==> src/rtl/uart_rx_monitor.sv <==
// uart_rx_monitor: 8N1 UART receiver feeding a show-ahead byte FIFO with sticky error flags.
// Define UART_RX_MONITOR_PARITY_EN for 8E1 frames and a parity_error output.
module uart_rx_monitor #(
  parameter int CLOCK_FREQUENCY = 50000000,
  parameter int BAUD_RATE = 115200,
  parameter int FIFO_DEPTH = 16
) (
  input  logic                          clock,
  input  logic                          reset,
  input  logic                          uart_rx,
  output logic [7:0]                    rx_data,
  output logic                          rx_valid,
  input  logic                          rx_ready,
  output logic [$clog2(FIFO_DEPTH):0]   fifo_count,
  output logic                          framing_error,
  output logic                          overflow,
`ifdef UART_RX_MONITOR_PARITY_EN
  output logic                          parity_error,
`endif
  input  logic                          clear_errors,
  output logic [15:0]                   byte_count
);
  localparam int CPB = CLOCK_FREQUENCY / BAUD_RATE;
  localparam int HALF = CPB / 2;
  localparam int CW = $clog2(CPB);
  localparam int AW = $clog2(FIFO_DEPTH);

  typedef enum logic [2:0] {IDLE, START, DATA, PARITY, STOP, BREAK_WAIT} state_t;

  state_t state_q, state_d;
  logic [1:0] sync_q;
  logic [CW-1:0] cnt_q, cnt_d;
  logic [2:0] idx_q, idx_d;
  logic [7:0] shift_q, shift_d;
  logic framing_q, framing_d, ovf_q, ovf_d;
  logic push, set_fe, bit_end, rx_s, pop, full, wr;
  logic [AW-1:0] wptr_q, rptr_q;
  logic [AW:0] count_q;
  logic [15:0] byte_count_q;
  logic [7:0] mem_q [FIFO_DEPTH];
`ifdef UART_RX_MONITOR_PARITY_EN
  logic par_bad_q, par_bad_d, perr_q, perr_d, set_pe;
`endif

  assign rx_s = sync_q[1];
  assign bit_end = cnt_q == CW'(CPB - 1);

  always_comb begin
    state_d = state_q;
    cnt_d = cnt_q + 1'b1;
    idx_d = idx_q;
    shift_d = shift_q;
    push = 1'b0;
    set_fe = 1'b0;
`ifdef UART_RX_MONITOR_PARITY_EN
    par_bad_d = par_bad_q;
    set_pe = 1'b0;
`endif
    case (state_q)
      IDLE: begin
        cnt_d = '0;
        state_d = rx_s ? IDLE : START;
      end
      START: if (cnt_q == CW'(HALF - 1)) begin
        cnt_d = '0;
        idx_d = '0;
        state_d = rx_s ? IDLE : DATA;
      end
      DATA: if (bit_end) begin
        cnt_d = '0;
        shift_d = {rx_s, shift_q[7:1]};
        idx_d = idx_q + 1'b1;
`ifdef UART_RX_MONITOR_PARITY_EN
        state_d = idx_q == 3'd7 ? PARITY : DATA;
`else
        state_d = idx_q == 3'd7 ? STOP : DATA;
`endif
      end
`ifdef UART_RX_MONITOR_PARITY_EN
      PARITY: if (bit_end) begin
        cnt_d = '0;
        par_bad_d = ^{shift_q, rx_s};
        set_pe = par_bad_d;
        state_d = STOP;
      end
`endif
      STOP: if (bit_end) begin
        cnt_d = '0;
`ifdef UART_RX_MONITOR_PARITY_EN
        push = rx_s & ~par_bad_q;
`else
        push = rx_s;
`endif
        set_fe = ~rx_s;
        state_d = rx_s ? IDLE : BREAK_WAIT;
      end
      BREAK_WAIT: begin
        cnt_d = '0;
        state_d = rx_s ? IDLE : BREAK_WAIT;
      end
      default: state_d = IDLE;
    endcase
  end

  // A push into a full FIFO survives only when the head is popped in the same cycle.
  assign pop = (count_q != '0) & rx_ready;
  assign full = count_q == (AW+1)'(FIFO_DEPTH);
  assign wr = push & (~full | pop);
  assign framing_d = set_fe | (framing_q & ~clear_errors);
  assign ovf_d = (push & full & ~pop) | (ovf_q & ~clear_errors);
`ifdef UART_RX_MONITOR_PARITY_EN
  assign perr_d = set_pe | (perr_q & ~clear_errors);
  assign parity_error = perr_q;
`endif

  always_ff @(posedge clock) begin
    if (reset) begin
      sync_q <= 2'b11;
      state_q <= IDLE;
      cnt_q <= '0;
      idx_q <= '0;
      shift_q <= '0;
      framing_q <= 1'b0;
      ovf_q <= 1'b0;
      wptr_q <= '0;
      rptr_q <= '0;
      count_q <= '0;
      byte_count_q <= '0;
`ifdef UART_RX_MONITOR_PARITY_EN
      par_bad_q <= 1'b0;
      perr_q <= 1'b0;
`endif
    end else begin
      sync_q <= {sync_q[0], uart_rx};
      state_q <= state_d;
      cnt_q <= cnt_d;
      idx_q <= idx_d;
      shift_q <= shift_d;
      framing_q <= framing_d;
      ovf_q <= ovf_d;
      wptr_q <= wptr_q + AW'(wr);
      rptr_q <= rptr_q + AW'(pop);
      count_q <= count_q + (AW+1)'(wr) - (AW+1)'(pop);
      byte_count_q <= byte_count_q + 16'(wr);
`ifdef UART_RX_MONITOR_PARITY_EN
      par_bad_q <= par_bad_d;
      perr_q <= perr_d;
`endif
    end
  end

  always_ff @(posedge clock) if (wr) mem_q[wptr_q] <= shift_q;

  assign rx_valid = count_q != '0;
  assign rx_data = rx_valid ? mem_q[rptr_q] : 8'h00;
  assign fifo_count = count_q;
  assign framing_error = framing_q;
  assign overflow = ovf_q;
  assign byte_count = byte_count_q;
endmodule

==> config.mk <==
export PLATFORM = sky130hd
export DESIGN_NAME = uart_rx_monitor
export DESIGN_NICKNAME = d
export VERILOG_FILES = /design/src/rtl/uart_rx_monitor.sv
export SDC_FILE = /design/constraint.sdc
export NUM_CORES = 1
export LEC_CHECK = 0
export BUFFER_PORTS_ARGS = -buffer_cell sky130_fd_sc_hd__buf_2
export CORE_AREA = 10 10 141 143
export CTS_BUF_LIST = sky130_fd_sc_hd__clkbuf_4
export DETAILED_ROUTE_END_ITERATION = 10
export DIE_AREA = 0 0 151 153
export GPL_TIMING_DRIVEN = 0
export HOLD_SLACK_MARGIN = 0.12
export SLEW_MARGIN = 10
export SYNTH_ARGS = -nofsm -noshare
export SYNTH_HDL_FRONTEND = slang
export SYNTH_SLANG_ARGS = --single-unit
==> constraint.sdc <==
create_clock -name clock -period 3.9 [get_ports clock]
set_input_delay 0.39 -clock clock [delete_from_list [all_inputs] [get_ports clock]]
set_output_delay 0.39 -clock clock [all_outputs]
set_load 0.1 [all_outputs]
Word level (Yosys, flattened, before mapping)
Memories as Yosys holds them, arrays and structs flattened. A register that Yosys moved wholly into a read port is not among the register bits.
Index checks and enable logic that the tools add are counted.
{"block": "classes", "addsub": 7, "eq_ne": 11, "muxes": 22, "bitwise_logic": 13, "n_reduce_logical": 8}
{"cell": "9-bit one-hot mux with 3 select lines", "count": 1}
{"cell": "3-bit two-way mux", "count": 7}
{"cell": "9-bit two-way mux", "count": 2}
{"cell": "16-bit by 1-bit adder with 16-bit output", "count": 1}
{"cell": "3-bit one-hot mux with 5 select lines", "count": 1}
{"cell": "9-bit by 1-bit adder with 9-bit output (second input constant)", "count": 1}
{"cell": "3-bit equality test (second input constant)", "count": 3}
{"cell": "9-bit by 8-bit equality test with 1-bit output (second input constant)", "count": 1}
{"cell": "9-bit equality test (second input constant)", "count": 1}
{"cell": "4-bit by 1-bit adder with 4-bit output", "count": 2}
{"cell": "8-bit two-way mux", "count": 1}
{"cell": "1-bit two-way mux", "count": 7}
{"cell": "1-bit AND", "count": 6}
{"cell": "2-bit inequality test (second input constant)", "count": 3}
{"cell": "3-bit one-hot mux with 2 select lines", "count": 1}
{"cell": "3-bit AND reduction", "count": 2}
{"cell": "5-bit by 1-bit adder with 5-bit output", "count": 1}
{"cell": "5-bit equality test (second input constant)", "count": 1}
{"cell": "5-bit nonzero test", "count": 1}
{"cell": "5-bit by 1-bit subtractor with 5-bit output", "count": 1}
{"cell": "4-bit two-way mux", "count": 1}
{"cell": "1-bit inverter", "count": 4}
{"cell": "2-bit OR reduction", "count": 2}
{"cell": "3-bit by 1-bit adder with 3-bit output (second input constant)", "count": 1}
{"cell": "other kinds (7)", "count": 9}
{"block": "word_totals", "ff_bits": 56, "ramBits": 128, "word_cells": 73, "n_memories": 1}
{"name": "mem_q", "words": 16, "width": 8, "rd": 1, "rd_clocked_by_memory_dff": 1, "wr": 1, "line": "40", "text": "logic [7:0] mem_q [FIFO_DEPTH];"}

Longest topological paths before layout
Gate-level depths: netlist of run 1.
{"block": "depth", "ltp_word": 6, "ltp_mapped": 14, "ltp_nobuf": 14}

Worst setup path before layout of run 1
No wires, ideal clock.
{"block": "synth_timing", "path_kind": "register -> output", "from": "reg count_q[2] (netlist: fifo_count[2])", "to": "out rx_data[0]", "t_arrival_ns": 3.810, "path_slack_ns": -0.300, "path_stages_with_launch": 6, "path_buffers": 0, "cell_sequence": "dfxtp_1 -> inv_1 -> ha_1 -> nand2_1 -> nor2_1 -> a211oi_1"}
{"block": "synth_between", "elab_chain_cells": 2}
{"item": "start: declaration", "line": "38", "text": "logic [AW:0] count_q;"}
{"item": "start signal: assignment", "line": "143", "text": "count_q <= count_q + (AW+1)'(wr) - (AW+1)'(pop);"}
{"item": "5-bit nonzero test", "line": "154", "text": "assign rx_valid = count_q != '0;"}
{"item": "8-bit two-way mux", "line": "155", "text": "assign rx_data = rx_valid ? mem_q[rptr_q] : 8'h00;"}
{"item": "end: declaration", "line": "11", "text": "output logic [7:0] rx_data,"}
No other way between the ends.

==> results of run 1 <==
## stage by stage
stage	setup WS [ns]	instance area (µm²)	cells
2_1_floorplan	-0.300	7580	503
3_3_place_gp	0.508	8040	764
3_5_place_dp	0.815	8100	768
4_1_cts	0.416	8490	802
5_1_grt	0.318	8490	802
6_report	0.457	8490	802
## worst min-delay path by stage
| stage | from | to | slack (ns) | cells after the start |
|---|---|---|---|---|
| 2_1_floorplan | sync_q[0]$_SDFF_PP1_ | sync_q[1]$_SDFF_PP1_ | 0.39 | 1 |
| 3_3_place_gp | sync_q[0]$_SDFF_PP1_ | sync_q[1]$_SDFF_PP1_ | 0.40 | 1 |
| 3_5_place_dp | sync_q[0]$_SDFF_PP1_ | sync_q[1]$_SDFF_PP1_ | 0.39 | 1 |
| 4_1_cts | reset | state_q[1]$_SDFFE_PP0P_ | 0.13 | 3 |
| 5_1_grt | reset | state_q[1]$_SDFFE_PP0P_ | 0.18 | 3 |
| 6_report | reset | state_q[1]$_SDFFE_PP0P_ | 0.18 | 3 |
## final cells by class
| cell class | count | area share (%) |
|---|---|---|
| Sequential cell | 184 | 58.5 |
| Multi-Input combinational cell | 278 | 29.0 |
| Tap cell | 225 | 3.31 |
| Timing Repair Buffer | 42 | 2.71 |
| Clock inverter | 13 | 2.68 |
| Clock buffer | 19 | 1.68 |
| Buffer | 24 | 1.37 |
| Inverter | 17 | 0.751 |
## worst register-to-register path, stage by stage, from the launching register on
cell	delay [ns]
dfxtp_1	0.42
ha_1	0.22
nand4bb_4	0.17
nor4_4	0.40
nand2_1	0.28
inv_1	0.19
ha_1	0.21
ha_1	0.19
nand3_1	0.27
or4_1	0.55
a21oi_1	0.17
## cells in the final DEF (no fill, tap or decap), drive strengths merged, types with 6 or more instances in the layout
| master | count |
|---|---|
| a211oi | 16 |
| a21oi | 9 |
| buf | 50 |
| bufinv | 6 |
| clkbuf | 33 |
| dfxtp | 56 |
| edfxtp | 128 |
| ha | 17 |
| inv | 18 |
| mux2i | 16 |
| mux4 | 32 |
| nand2 | 13 |
| nand3 | 13 |
| nor2 | 51 |
| nor2b | 22 |
| nor3 | 8 |
| o21ai | 7 |
| xnor2 | 11 |
| xor2 | 12 |
## registers in the layout (all words and copies together), names as in the netlist
register       flops
mem_q            128
shift_q            8
state_q            3
overflow           1
wptr_q             4
sync_q             2
rptr_q             4
framing_error      1
idx_q              3
fifo_count         5
cnt_q              9
byte_count        16
## cells by family (layout without fill, tap and decap cells)
family,Yosys count,count (layout),share of synthesized area [%]
simple gates,146,146,10.8
flops,184,184,65.5
xor+xnor,23,23,2.66
mux,48,48,11.6
compound gates,43,43,3.90
buf+inv,41,115,2.38
fa+ha+maj,18,18,3.07
## per-layer routing
metal	part of all wire [%]	vias to the layer above	global-route usage, %
li1	-	2018	-
met1	46	2177	18.7
met2	48	85	21.4
met3	4.8	17	3.54
met4	1.2	0	3.99
met5	0	-	0
## power by group through the flow
stage | clock network (W) | logic, W | registers (W)
after floorplan | 0 | 0.00101 | 0.00233
after global placement | 0 | 0.00141 | 0.00217
after detailed placement | 0 | 0.00143 | 0.00217
after CTS | 0.00131 | 0.00143 | 0.00213
after global routing | 0.00139 | 0.00151 | 0.00213
final | 0.00128 | 0.00142 | 0.00213
## timing repair
| action | CTS | global route |
|---|---|---|
| hold buffers | 2 | 0 |
| resized for setup | 0 | 0 |
| hold endpoints to repair | 3 | 0 |
==> qor.csv, run 1 <==
metric,value,unit
status,completed,
count of final setup violators,0,
crit-path cells,"clkbuf_1, clkbuf_1, mux4_2, mux2i_1, a211oi_1, buf_2",
WL per Instance,19.1,µm
most common cell in the netlist,edfxtp_1,
endpoints failing hold,0,
Post-Syn Instances,503,
antenna-violating nets left,0,
Crit Path Class,register to output port,
Buf/Inv on CP,3,
Fillers,1460,
cell accounting for the most synthesized area,edfxtp_1,
crit path DAT,3.05,ns
Finished Core Util,49.8,%
hold slack,0.182,ns
crit path time final,3.44,ns
cell depth of the worst flop-to-flop path,10,
RSZ-0062 raised after global routing,false,
clock skew,0.0196,ns
worst reg2reg startpoint,cnt_q[0]$_SDFF_PP0_,
Reg2Reg Setup Slack,0.77,ns
GPL Wtd Cong,0.809,
Tcrit/Tclk final,88.3,%
CP Data Required Time,3.51,ns
initial DRC count,214,
HPWL after DPL,10.6,mm
fmax,290,MHz
# clock sinks,184,
sequential share of power,44.1,%
Initial Util,44.4,%
DRT Wirelength,15.3,mm
Total Die Area,23100,µm²
reported max-cap violation count,0,
worst skew pair latency,0.56,ns
Int Power,0.00315,W
capture point of the critical path,rx_data[2],
startpoint types,register,
Crit path largest cell delay,0.56,ns
# IOs,37,
top cell family by delay on the critical path,buffers and inverters,
H-tree depth,4,
DRC violations left,0,
register area,4960,µm²
P&R area growth vs syn,12.1,%
grt total ovfl,0,
CP max FO,10,
CTS tree,done,
most frequent cell on the critical path,clkbuf_1,
share of layout cells above drive strength 1,21.1,%
Syn. warnings,0,
Synth Flop Type,edfxtp_1,
Design Power,0.00482,W
Critical R2R Capture,byte_count[14]$_SDFF_PP0_,
core area,17100,µm²
leading cell types by count after synthesis,"edfxtp_1 (128), dfxtp_1 (56), nor2_1 (51), mux4_2 (32), nor2b_1 (22)",
Mapped Area,7580,µm²
Least-Margin Pin Slew,1.16,ns
sw frac,34.7,%
die height,153,µm
Clk pwr share,26.6,%
via count,4297,
slew margin rel.,22.2,%
Via-to-Cell Ratio,5.36,
Port Buffers,36,
Initial DRT Pass Iterations,4,
part of the power in combinational logic,29.4,%
P_sw,0.00168,W
critical path depth,6,
Synth async-reset ratio,0,%
Rows,48,
total track usage,13.8,%
Fin Setup TNS,0,ns
Hold WC Path Type,input port to register,
ANT cells,0,
vias in the first global route,4438,
crit path launch,rptr_q[1]$_SDFF_PP0_,
Max IR drop VDD,857,µV
footprint of the multi-input gates,2470,µm²
register area share after synthesis,65.5,%
Post-synth EDFFs,128,
Pins Over Slew Limit,0,
mean area per synthesized cell,15.1,µm²
Crit-path slowest cell,clkbuf_1,
pin count of the biggest net entering global routing,19,
CP endpoint kind,output port,
antenna violations before repair,0,
PwrDens,568,nW/µm²
CTS Buf Count,17,
clock slew at reported path FFs,0.14,ns
"FF+latch count, synth",184,
first-pass GRT wire length,24.5,mm
Longest Clk Path Bufs,2,
synth top area cells,"edfxtp_1 (51%), dfxtp_1 (15%), mux4_2 (9.5%)",
Post-CTS Setup Inserts,0,
fin nets,587,
distinct cell type count after synthesis,50,
Leak,2.95,nW
DIE WIDTH,151,µm
syn nets,526,
Synth top area share,50.7,%
CTS root buf,clkbuf_4,
(Power assumes the default switching activity.)
==> run 2, diff against run 1 <==
--- a/config.mk
+++ b/config.mk
@@ -6,10 +6,12 @@
 export NUM_CORES = 1
 export LEC_CHECK = 0
 export BUFFER_PORTS_ARGS = -buffer_cell sky130_fd_sc_hd__buf_2
-export CORE_AREA = 10 10 141 143
+export CAP_MARGIN = 15
+export CORE_AREA = 10 10 157 130
 export CTS_BUF_LIST = sky130_fd_sc_hd__clkbuf_4
+export CTS_CLUSTER_SIZE = 24
 export DETAILED_ROUTE_END_ITERATION = 10
-export DIE_AREA = 0 0 151 153
+export DIE_AREA = 0 0 167 140
 export GPL_TIMING_DRIVEN = 0
 export HOLD_SLACK_MARGIN = 0.12
 export SLEW_MARGIN = 10
==> run 2 against run 1 <==
Power is 2.8% higher. Utilization hardly changed. Via count is 0.26% higher. Critical path type unchanged. Critical endpoint is now rx_data[7]. Highest routed layer unchanged.
==> qor.csv, run 2 (synthesis results as in run 1) <==
metric,value,unit,change
status,completed,,unchanged
HPWL after DPL,10.6,mm,about the same
CTS Buf Count,17,,unchanged
most frequent cell on the critical path,clkbuf_1,,unchanged
dpl cell area,8100,µm²,about the same
crit path time final,3.48,ns,was 3.44 ns
Pins Over Slew Limit,0,,unchanged
core area,17200,µm²,was 17100 µm²
CTS tree,done,,unchanged
DRC violations left,0,,unchanged
Total Die Area,23400,µm²,was 23100 µm²
most frequent cells in the layout,"edfxtp_1 (128), dfxtp_1 (56), nor2_1 (51), buf_2 (42), mux4_2 (32)",,"was edfxtp_1 (128), dfxtp_1 (56), nor2_1 (51), buf_2 (39), mux4_2 (32)"
fin area,8540,µm²,was 8490 µm²
total track usage,13.5,%,was 13.8%
DRT Wirelength,15.7,mm,was 15.3 mm
CTS root buf,clkbuf_4,,unchanged
Fillers,1431,,was 1460
Largest Register,mem_q,,unchanged
Crit path largest cell delay,0.54,ns,was 0.56 ns
antenna-violating nets left,0,,unchanged
H-tree depth,4,,unchanged
Tcrit/Tclk final,89.2,%,was 88.3%
CP Data Required Time,3.51,ns,about the same
Buf/Inv on CP,3,,unchanged
crit path DAT,3.09,ns,was 3.05 ns
GPL Wtd Cong,0.817,,was 0.809
Post-CTS Resized,0,,unchanged
Finished Core Util,49.8,%,about the same
Design Power,0.00496,W,was 0.00482 W
startpoint types,register,,unchanged
Crit Path Class,register to output port,,unchanged
pin count of the biggest net entering global routing,19,,unchanged
"worst slack, placed",0.763,ns,was 0.815 ns
antenna violations before repair,0,,unchanged
Hold WC Path Type,input port to register,,unchanged
fmax,288,MHz,was 290 MHz
count of final setup violators,0,,unchanged
clock slew at reported path FFs,0.14,ns,about the same
Longest Clk Path Bufs,2,,unchanged
fin nets,587,,unchanged
DIE WIDTH,167,µm,was 151 µm
endpoints failing hold,0,,unchanged
top cell family by delay on the critical path,buffers and inverters,,unchanged
CP max FO,10,,unchanged
die height,140,µm,was 153 µm
PwrDens,581,nW/µm²,was 568 nW/µm²
# clock sinks,184,,unchanged
"most common cell after layout, fill and taps aside",edfxtp_1,,unchanged
initial DRC count,327,,was 214
vias in the first global route,4464,,was 4438
ANT cells,0,,unchanged
share of layout cells above drive strength 1,21.7,%,was 21.1%
setup ws final,0.423,ns,was 0.457 ns
slew margin rel.,41.3,%,was 22.2%
grt total ovfl,0,,unchanged
Leak,2.97,nW,was 2.95 nW
worst skew pair latency,0.56,ns,about the same
register area,4960,µm²,unchanged
Via-to-Cell Ratio,5.37,,was 5.36
Crit-path slowest cell,clkbuf_1,,unchanged
crit-path cells,"clkbuf_1, clkbuf_1, mux4_2, mux2i_1, a211oi_1, buf_2",,unchanged
Fin Setup TNS,0,ns,unchanged
footprint of the multi-input gates,2470,µm²,about the same
Initial DRT Pass Iterations,4,,unchanged
reported max-cap violation count,0,,unchanged
P&R area growth vs syn,12.8,%,was 12.1%
Max IR drop VDD,302,µV,was 857 µV
via count,4308,,was 4297
# IOs,37,,unchanged
WL per Instance,19.6,µm,was 19.1 µm
Least-Margin Pin Slew,0.877,ns,was 1.16 ns
Rows,43,,was 48
first-pass GRT wire length,24.6,mm,was 24.5 mm
RSZ-0062 raised after global routing,false,,unchanged
clock skew,0.0105,ns,was 0.0196 ns
CP endpoint kind,output port,,unchanged
Port Buffers,36,,unchanged
Initial Util,44.1,%,was 44.4%
max reg flops,128,,unchanged
==> run 2: layout make-up <==
cell class,count,area share [%]
clock buffer,17,1.49
timing repair buffer,42,2.61
sequential,184,58.1
tap,225,3.29
inverter,17,0.747
clock inverter,15,3.47
multi-input combinational,278,28.9
buffer,24,1.36
==> run 2: worst register-to-register path: stages (launching register included) <==
cell       delay (ns)
dfxtp_1          0.44
ha_1             0.22
nand4bb_4        0.17
nor4_4           0.41
nand2_1          0.30
inv_1            0.18
ha_1             0.22
ha_1             0.20
nand3_1          0.27
or4_1            0.55
a21oi_1          0.14
==> run 2: power breakdown <==
group          leakage (nW)  total [W]  switching (W)  internal, W
Sequential             1.64    0.00212      0.0000305      0.00209
Combinational          1.13    0.00142        0.00101     0.000405
Clock                 0.205    0.00142       0.000648     0.000769
==> run 2: per-layer routing <==
layer | global-route usage [%] | wire length [µm] | vias to the layer above
li1 | - | - | 2022
met1 | 17.3 | 6930 | 2187
met2 | 22.2 | 7720 | 86
met3 | 3.97 | 895 | 13
met4 | 3.32 | 138 | 0
met5 | 0 | 0 | -
==> run 2: worst paths after layout <==
check,end,slack [ns],start,cells after the start
min,state_q[1]$_SDFFE_PP0P_,0.19,reset,3
max,rx_data[7],0.42,rptr_q[1]$_SDFF_PP0_,6
max reg2reg,byte_count[14]$_SDFF_PP0_,0.74,cnt_q[0]$_SDFF_PP0_,10
min reg2reg,sync_q[1]$_SDFF_PP1_,0.43,sync_q[0]$_SDFF_PP1_,1
==> run 2: per-stage QoR <==
stage | instances | hold slack (ns)
detailed placement | 768 | 0.400
floorplan | 503 | 0.389
global placement | 764 | 0.394
finish | 802 | 0.194
CTS | 802 | 0.143
global route | 802 | 0.148
==> run 2: repair_timing <==
item                      CTS  global route
hold endpoints to repair    3             0
hold buffers                2             0
buffers inserted            0             0
==> run 3, diff against run 2 <==
--- a/config.mk
+++ b/config.mk
@@ -6,7 +6,7 @@
 export NUM_CORES = 1
 export LEC_CHECK = 0
 export BUFFER_PORTS_ARGS = -buffer_cell sky130_fd_sc_hd__buf_2
-export CAP_MARGIN = 15
+export CAP_MARGIN = 10
 export CORE_AREA = 10 10 157 130
 export CTS_BUF_LIST = sky130_fd_sc_hd__clkbuf_4
 export CTS_CLUSTER_SIZE = 24
==> constraint.sdc (replaced) <==
create_clock -name clock -period 3.1 [get_ports clock]
set_input_delay 0.31 -clock clock [delete_from_list [all_inputs] [get_ports clock]]
set_output_delay 0.31 -clock clock [all_outputs]
set_load 0.1 [all_outputs]
==> run 3 against run 2 <==
Utilization is essentially flat. Final cell count grew 0.50%. Combinational power grew 34%. Worst setup slack lost 0.26 ns. Worst hold slack gained 0.13 ns. Largest power group unchanged. Highest routed layer unchanged.
==> qor.csv, run 3 (synthesis results as in run 1) <==
metric,value,unit,change
# IOs,37,,unchanged
antenna-violating nets left,0,,unchanged
CTS root buf,clkbuf_4,,unchanged
max reg flops,128,,unchanged
CP max FO,10,,unchanged
Finished Core Util,49.8,%,about the same
capture point of the critical path,rx_data[5],,was rx_data[7]
vias in the first global route,4502,,was 4464
hold slack,0.323,ns,was 0.194 ns
worst reg2reg startpoint,state_q[2]$_SDFFE_PP0P_,,was cnt_q[0]$_SDFF_PP0_
cell depth of the worst flop-to-flop path,12,,was 10
setup ws final,0.163,ns,was 0.423 ns
worst skew pair latency,0.56,ns,about the same
Crit-path slowest cell,mux4_2,,was clkbuf_1
clock slew at reported path FFs,0.13,ns,was 0.14 ns
clock skew,0.0189,ns,was 0.0105 ns
DIE WIDTH,167,µm,unchanged
crit path DAT,2.63,ns,was 3.09 ns
crit-path cells,"buf_4, buf_8, mux4_2, nor2b_1, a211oi_1, a211oi_2, buf_4",,"was clkbuf_1, clkbuf_1, mux4_2, mux2i_1, a211oi_1, buf_2"
via count,4319,,was 4308
Total Die Area,23400,µm²,unchanged
Reg2Reg Setup Slack,0.19,ns,was 0.74 ns
pin count of the biggest net entering global routing,19,,unchanged
initial DRC count,278,,was 327
Via-to-Cell Ratio,5.36,,was 5.37
Largest Register,mem_q,,unchanged
Rows,43,,unchanged
Tcrit/Tclk final,94.7,%,
most frequent cell on the critical path,buf_4,,was clkbuf_1
DRC violations left,0,,unchanged
GPL Wtd Cong,0.805,,was 0.817
endpoints failing hold,0,,unchanged
# clock sinks,184,,unchanged
Max IR drop VDD,432,µV,was 302 µV
crit path launch,rptr_q[0]$_SDFF_PP0_,,was rptr_q[1]$_SDFF_PP0_
P&R area growth vs syn,12.7,%,was 12.8%
Initial Util,44.1,%,unchanged
Least-Margin Pin Slew,0.896,ns,was 0.877 ns
CP Data Required Time,2.79,ns,was 3.51 ns
Leak,2.96,nW,was 2.97 nW
Hold WC Path Type,input port to register,,unchanged
Crit path largest cell delay,0.51,ns,was 0.54 ns
antenna violations before repair,0,,unchanged
grt total ovfl,0,,unchanged
Port Buffers,36,,unchanged
Crit Path Class,register to output port,,unchanged
share of layout cells above drive strength 1,25.0,%,was 21.7%
CTS tree,done,,unchanged
HPWL after DPL,10.6,mm,about the same
Design Power,0.00585,W,was 0.00496 W
core area,17200,µm²,unchanged
"worst slack, placed",0.0339,ns,was 0.763 ns
fmax,341,MHz,
CTS Buf Count,17,,unchanged
PwrDens,685,nW/µm²,was 581 nW/µm²
WHS Path Cells,4,,was 3
Critical R2R Capture,fifo_count[4]$_SDFF_PP0_,,was byte_count[14]$_SDFF_PP0_
startpoint types,register,,unchanged
total track usage,13.7,%,was 13.5%
WL per Instance,19.1,µm,was 19.6 µm
"most common cell after layout, fill and taps aside",edfxtp_1,,unchanged
RSZ-0062 raised after global routing,false,,unchanged
Longest Clk Path Bufs,2,,unchanged
count of final setup violators,0,,unchanged
DRT Wirelength,15.4,mm,was 15.7 mm
ANT cells,0,,unchanged
fin nets,591,,was 587
die height,140,µm,unchanged
status,completed,,unchanged
slew margin rel.,40.1,%,was 41.3%
Initial DRT Pass Iterations,5,,was 4
Pins Over Slew Limit,0,,unchanged
CP endpoint kind,output port,,unchanged
most frequent cells in the layout,"edfxtp_1 (128), dfxtp_1 (54), nor2_1 (50), mux4_2 (32), buf_2 (30)",,"was edfxtp_1 (128), dfxtp_1 (56), nor2_1 (51), buf_2 (42), mux4_2 (32)"
H-tree depth,4,,unchanged
reported max-cap violation count,0,,unchanged
crit path time final,2.94,ns,
first-pass GRT wire length,25.0,mm,was 24.6 mm
## run 3: metrics by stage
| step | TNS (ns) | instance area (µm²) | instances |
|---|---|---|---|
| 5_1_grt | 0 | 8540 | 806 |
| 3_3_place_gp | -10.06 | 8080 | 764 |
| 4_1_cts | 0 | 8500 | 805 |
| 6_report | 0 | 8540 | 806 |
| 3_5_place_dp | 0 | 8160 | 770 |
| 2_1_floorplan | 0 | 7620 | 503 |
## run 3: cell type report
class / count / area, µm²
tap: 225 / 282
timing repair buffer: 47 / 290
clock inverter: 14 / 134
sequential: 184 / 4970
buffer: 23 / 136
multi-input combinational: 278 / 2530
inverter: 17 / 63.8
clock buffer: 18 / 135
fill: 1454 / 8620
## run 3: repair_timing
action | in CTS | in global routing
hold buffers | 3 | 0
setup buffers | 0 | 2
pin swaps | 0 | 1
resized for setup | 15 | 14
endpoints found under the setup margin | 9 | 15
endpoints found under the hold margin | 7 | 0
cloned | 0 | 0
## run 3: critical path, delay by kind of cell (launching register included)
family          cells  cell delay, ns
simple gates        1            0.15
compound gates      2            0.45
flops               1            0.35
buf+inv             3            0.61
mux                 1            0.51
## run 3: power by group
part | leakage [nW] | internal [W] | switching (W)
Combinational | 1.18 | 0.000593 | 0.00131
Sequential | 1.64 | 0.00264 | 0.0000408
Clock | 0.140 | 0.000477 | 0.000793
## run 3: worst min path at each step
stage | start | end | slack, ns
after global routing | rx_ready | overflow$_SDFF_PP0_ | 0.33
after global placement | sync_q[0]$_SDFF_PP1_ | sync_q[1]$_SDFF_PP1_ | 0.39
after detailed placement | sync_q[0]$_SDFF_PP1_ | sync_q[1]$_SDFF_PP1_ | 0.40
after CTS | rx_ready | rptr_q[0]$_SDFF_PP0_ | 0.29
after floorplan | sync_q[0]$_SDFF_PP1_ | sync_q[1]$_SDFF_PP1_ | 0.39
final | rx_ready | rptr_q[0]$_SDFF_PP0_ | 0.32
## run 3: layer usage
metal | track usage, % | wire (µm)
met3 | 3.94 | 845
met4 | 3.37 | 117
met2 | 21.6 | 7390
met1 | 18.2 | 7080
met5 | 0 | 0
